--- config.mk ---
export PLATFORM = sky130hd
export DESIGN_NAME = loop_stack_flat
export DESIGN_NICKNAME = d
export VERILOG_FILES = /design/src/rtl/loop_stack_if.sv /design/src/rtl/loop_stack.sv /design/src/flat_wrapper.sv
export SDC_FILE = /design/constraint.sdc
export NUM_CORES = 1
export LEC_CHECK = 0
export ABC_AREA = 1
export BUFFER_PORTS_ARGS = -buffer_cell sky130_fd_sc_hd__buf_2
export CORE_ASPECT_RATIO = 1.75
export CORE_MARGIN = 8
export CORE_UTILIZATION = 32
export CTS_CLUSTER_SIZE = 20
export DETAILED_ROUTE_END_ITERATION = 8
export GPL_ROUTABILITY_DRIVEN = 1
export PLACE_DENSITY_LB_ADDON = 0.25
export SLEW_MARGIN = 20
export SYNTH_ARGS = -nofsm -noshare
export SYNTH_HDL_FRONTEND = slang
export SYNTH_SLANG_ARGS = --single-unit
--- constraint.sdc ---
create_clock -name clk -period 4.9 [get_ports clk]
set_input_delay 0.735 -clock clk [delete_from_list [all_inputs] [get_ports clk]]
set_output_delay 0.735 -clock clk [all_outputs]
set_load 0.005 [all_outputs]
--- src/rtl/loop_stack_if.sv ---
// Decoder-side bundle for loop_stack: request/data in, top/level/status out.
// err[1:0] exists only when LOOP_STACK_ERR_EN is defined.
interface loop_stack_if #(
    parameter int unsigned DEPTH = 4,
    parameter int unsigned WIDTH = 16
);
    logic             flush;
    logic             push;
    logic             pop;
    logic [WIDTH-1:0] din;
    logic [WIDTH-1:0] top;
    logic [DEPTH:0]   level;
    logic             empty;
    logic             full;
`ifdef LOOP_STACK_ERR_EN
    logic [1:0]       err;
`endif

    modport master (
        output flush, push, pop, din,
`ifdef LOOP_STACK_ERR_EN
        input  err,
`endif
        input  top, level, empty, full
    );

    modport slave (
        input  flush, push, pop, din,
`ifdef LOOP_STACK_ERR_EN
        output err,
`endif
        output top, level, empty, full
    );
endinterface

--- src/rtl/loop_stack.sv ---
// Self-managing LIFO for loop return addresses: push, pop, replace-top, flush.
// Optional sticky overflow/underflow flags when LOOP_STACK_ERR_EN is defined.
module loop_stack #(
    parameter int unsigned DEPTH = 4,
    parameter int unsigned WIDTH = 16
) (
    input  logic           clk,
    input  logic           resetq,
    loop_stack_if.slave    bus
);
    localparam int unsigned CAP = 1 << DEPTH;
    localparam logic [DEPTH:0] SP_FULL = {1'b1, {DEPTH{1'b0}}};

    typedef enum logic [2:0] {
        OP_HOLD,
        OP_CLEAR,
        OP_PUSH,
        OP_POP,
        OP_REPLACE,
        OP_OVF,
        OP_UDF
    } op_e;

    logic [WIDTH-1:0] store_q [CAP];
    logic [DEPTH:0]   sp_q, sp_d;

    op_e              op;
    logic             wr_en;
    logic [DEPTH-1:0] wr_idx;
    logic [DEPTH-1:0] sp_idx;
    logic [DEPTH-1:0] top_idx;
    logic             empty_w;
    logic             full_w;

    assign sp_idx  = sp_q[DEPTH-1:0];
    // When full, sp_idx is 0 and this wraps to the last slot, which is the real top.
    assign top_idx = sp_idx - DEPTH'(1);
    assign empty_w = (sp_q == '0);
    assign full_w  = (sp_q == SP_FULL);

    assign bus.level = sp_q;
    assign bus.empty = empty_w;
    assign bus.full  = full_w;
    assign bus.top   = empty_w ? '0 : store_q[top_idx];

    always_comb begin
        op = OP_HOLD;
        if (bus.flush) begin
            op = OP_CLEAR;
        end else if (bus.push && bus.pop) begin
            op = empty_w ? OP_PUSH : OP_REPLACE;
        end else if (bus.push) begin
            op = full_w ? OP_OVF : OP_PUSH;
        end else if (bus.pop) begin
            op = empty_w ? OP_UDF : OP_POP;
        end
    end

    always_comb begin
        sp_d   = sp_q;
        wr_en  = 1'b0;
        wr_idx = sp_idx;
        case (op)
            OP_CLEAR: sp_d = '0;
            OP_PUSH: begin
                wr_en  = 1'b1;
                wr_idx = sp_idx;
                sp_d   = sp_q + (DEPTH+1)'(1);
            end
            OP_POP: sp_d = sp_q - (DEPTH+1)'(1);
            OP_REPLACE: begin
                wr_en  = 1'b1;
                wr_idx = top_idx;
            end
            default: ;
        endcase
        if (resetq) begin
            wr_en = 1'b0;
        end
    end

    always_ff @(posedge clk) begin
        if (resetq) begin
            sp_q <= '0;
        end else begin
            sp_q <= sp_d;
        end
    end

    always_ff @(posedge clk) begin
        if (wr_en) begin
            store_q[wr_idx] <= din_hold();
        end
    end

    function automatic logic [WIDTH-1:0] din_hold();
        return bus.din;
    endfunction

`ifdef LOOP_STACK_ERR_EN
    logic [1:0] err_q, err_d;

    always_comb begin
        err_d = err_q;
        if (op == OP_CLEAR) begin
            err_d = '0;
        end else begin
            if (op == OP_OVF) err_d[0] = 1'b1;
            if (op == OP_UDF) err_d[1] = 1'b1;
        end
    end

    always_ff @(posedge clk) begin
        if (resetq) begin
            err_q <= '0;
        end else begin
            err_q <= err_d;
        end
    end

    assign bus.err = err_q;
`endif
endmodule

--- src/flat_wrapper.sv ---
// flat-port wrapper written by rule: the top's interface ports become plain ports
module loop_stack_flat 
#(
    parameter int unsigned DEPTH = 4,
    parameter int unsigned WIDTH = 16
)
  (clk, resetq, bus_flush, bus_push, bus_pop, bus_din, bus_top, bus_level, bus_empty, bus_full);
  loop_stack_if #(.DEPTH(DEPTH), .WIDTH(WIDTH)) bus_i ();
  input  logic clk;
  input  logic resetq;
  input wire logic [$bits(bus_i.flush)-1:0] bus_flush;
  input wire logic [$bits(bus_i.push)-1:0] bus_push;
  input wire logic [$bits(bus_i.pop)-1:0] bus_pop;
  input wire logic [$bits(bus_i.din)-1:0] bus_din;
  output wire logic [$bits(bus_i.top)-1:0] bus_top;
  output wire logic [$bits(bus_i.level)-1:0] bus_level;
  output wire logic [$bits(bus_i.empty)-1:0] bus_empty;
  output wire logic [$bits(bus_i.full)-1:0] bus_full;
  assign bus_i.flush = bus_flush;
  assign bus_i.push = bus_push;
  assign bus_i.pop = bus_pop;
  assign bus_i.din = bus_din;
  assign bus_top = bus_i.top;
  assign bus_level = bus_i.level;
  assign bus_empty = bus_i.empty;
  assign bus_full = bus_i.full;
  loop_stack #(.DEPTH(DEPTH), .WIDTH(WIDTH)) u_core (.clk(clk), .resetq(resetq), .bus(bus_i));
endmodule
==> summary.md <==
| Metric | Value |
|---|---|
| Post-synth EDFFs | `256` |
| Cell taking the most area after synthesis | `edfxtp_1` |
| Outcome | `finished, final reports clean` |
| GR Util All Layers | `14.9%` |
| Hold Crit Class | `input pin to flop` |
| Hold Fails Final Rpt | `0` |
| Post-route ant nets | `0` |
| Die height | `260 µm` |
| Dominant cells by area after synthesis | `edfxtp_1, nand2_1, nand3_1` |
| Mux contribution to synthesized area | `0%` |
| Most frequent cells in the layout | `nand2_1, edfxtp_1, nand3_1, a21oi_1, buf_2` |
| Worst reg2reg setup slack | `1.42 ns` |
| Synth Area in Compound Gates | `7.92%` |
| RePlAce Congestion | `0.778` |
| Pins over their slew limit | `0` |
| Post-Synth Simple-Gate Area | `16.3%` |
| Max clock buf depth | `3` |
| Overall Power | `4.90 mW` |
| Hold Crit Depth | `2` |
| CTS tree | `built` |
| Async set or reset register ratio after synthesis | `0%` |
| Worst Tran Pin Value | `0.821 ns` |
| Register area share after synthesis | `71.4%` |
| Kind of critical path | `flop to primary output` |
| Slew Limit Headroom | `45.3%` |
| GRT overflow | `0` |
| CTS resizes | `0` |
| Commonest non-fill, non-tap cell in the layout | `nand2_1` |
| Critical path arrival | `3.33 ns` |
| Total core area | `33600 µm²` |
| # nets final | `980` |
| Max Clock Freq | `246 MHz` |
| Drt drc | `0` |
| CP Launch Type | `flop` |
| CTS Buf Count | `24` |
| Die W | `156 µm` |
| Post-DP HPWL | `18300 µm` |
| Worst hold margin | `0.431 ns` |
| Distinct cell type count after synthesis | `38` |
| Initial Util | `32.5%` |
| Largest net degree at the start of global routing | `72` |
| CTS sink cnt | `261` |
| Critical Path RT | `4.16 ns` |
| I/O pin count | `44` |
| Max Cap Viol | `0` |
| Main combinational cell family by area after synthesis | `simple AND/OR/NAND/NOR gates` |
| Clock Latency Late Sink | `0.53 ns` |
| Initial antenna violation count | `2` |
| XOR/XNOR Fraction of Synth Area | `0.963%` |
| Mapped Cells | `908` |
| Routed len/inst | `21.4 µm` |
| #FFs+latches synth | `261` |
| Synthesized area | `10900 µm²` |
| Setup-failing EPs final | `0` |
| Synthesis Warnings | `0` |
| Pre-antenna DRT Iters | `4` |
| Worst Hold Path EP | `u_core.bus.level[3]` |
| Top-area cell type share of the netlist area | `70.4%` |
| Clk Tree Root Cell | `clkbuf_16` |
| Final Cell Area | `12500 µm²` |
| Cell area power density | `391 nW/µm²` |
| Fin Clk Skew | `0.0290 ns` |
| Post-CTS Setup Inserts | `0` |
| Via count | `7161` |
| Initial detailed-routing violation count | `534` |
| Top_reg_cell synth | `edfxtp_1` |
| H-tree depth | `1` |
| Crit-path max FO | `39` |
| Full die area | `40500 µm²` |
| Worst vdd ir | `0.200 mV` |
| Leak | `4.51 nW` |
| Placed Area | `11800 µm²` |
| Post-layout min period | `4.07 ns` |
| Reg clk slew, reported paths | `0.07 ns` |
| RSZ-0062 raised after global routing | `false` |
| Final period util | `83.0%` |
| Antenna cells | `0` |
| IO Port Bufs | `43` |
| Vias per cell | `5.03` |
| R2R cell count | `9` |
| Layout cells sized above 1 | `15.3%` |
| Global-route wire length before repair | `44800 µm` |
| Vias in the first global route | `7035` |
| Syn_nets | `935` |
| CP Capture Type | `primary output` |
| Area growth from synthesis to layout | `14.8%` |
| Reg-to-Reg End | `u_core.store_q[15][14]` |
| Placement Rows | `89` |
| Crit Reg-Reg Startpoint | `u_core.bus.level[0]` |
| Setup total negative slack | `0 ns` |
| Post-CTS Hold Buffers | `0` |
| Adder-cell share of the synthesized area | `0.757%` |
| Syn Area/Cell | `12.0 µm²` |
| Hold_sp | `resetq` |
| Total wire length | `30500 µm` |
[routing by layer]
metal  up-vias  part of all wire (%)  track usage, %
li1       3339                     -               -
met1      3583                    39            16.7
met2       171                    53            27.5
met3        64                   3.8            1.76
met4         4                   4.1            7.12
met5         -                 0.092               0
[cell families (layout without fill, tap and decap cells)]
group                      Yosys count  count (layout)
DFF                                261             261
adders and majority gates            6               6
xor gates and xnor gates             6               6
buffers and inverters               71             132
and+or+nand+nor                    417             417
AOI/OAI and AO/OA                  147             147
[registers in the layout, summed over array words and instances, names as in the netlist]
name	count
u_core.store_q	256
u_core.bus.level	5
[critical path, stage by stage (launching register included)]
cell and delay [ns]:
dfxtp_4 0.36, inv_4 0.33, ha_2 0.37, inv_2 0.48, buf_4 0.25, a21oi_1 0.04, a211oi_1 0.25, o21ai_1 0.11
nor2_1 0.39, buf_2 0.20
[cell type report]
class | count | area (µm²)
multi-input cells | 576 | 2900
clock buffers | 31 | 648
repair buffers | 73 | 453
fillers | 3309 | 21100
flip-flops and latches | 261 | 7790
inverters | 17 | 66.3
clock inverters | 11 | 106
well taps | 455 | 569
[worst max path at each step]
stage / to / cells past startpoint / slack, ns / from
3_5_place_dp: bus_top[8] / 9 / 1.37 / u_core.bus.level[0]
4_1_cts: bus_top[8] / 9 / 0.76 / u_core.bus.level[0]
3_3_place_gp: bus_top[8] / 9 / 1.38 / u_core.bus.level[0]
2_1_floorplan: u_core.store_q[4][0] / 11 / 1.42 / u_core.bus.level[0]
6_report: bus_top[8] / 9 / 0.83 / u_core.bus.level[0]
5_1_grt: bus_top[9] / 9 / 0.68 / u_core.bus.level[0]
[cells in the mapped netlist (2+ instances only)]
| master | n |
|---|---|
| a211oi_1 | 15 |
| a21oi_1 | 82 |
| a22oi_1 | 15 |
| buf_1 | 8 |
| buf_2 | 17 |
| clkbuf_1 | 27 |
| dfxtp_1 | 5 |
| edfxtp_1 | 256 |
| ha_1 | 5 |
| inv_1 | 13 |
| inv_2 | 3 |
| nand2_1 | 260 |
| nand2_2 | 3 |
| nand3_1 | 99 |
| nand3_2 | 3 |
| nand4_1 | 3 |
| nand4_2 | 2 |
| nor2_1 | 35 |
| nor2_2 | 2 |
| nor3_1 | 8 |
| o211ai_1 | 2 |
| o21ai_0 | 21 |
| o21ai_1 | 4 |
| o21ai_2 | 2 |
| o21ai_4 | 2 |
| o221ai_1 | 2 |
| xor2_2 | 2 |
| xor2_4 | 2 |
[per-stage QoR]
stage               util (%)  cells  setup slack, ns
floorplan                  -    908             1.42
global placement        35.0   1382             1.38
detailed placement      35.0   1382             1.37
CTS                     37.3   1424            0.764
global route            37.3   1424            0.684
finish                  37.3   1424            0.833
[power by group]
group	switching [mW]	total, mW	internal, mW
logic	0.436	0.602	0.166
clock network	0.797	1.83	1.04
registers	0.00432	2.46	2.46
Note: power is estimated with default switching activity, not from simulation.
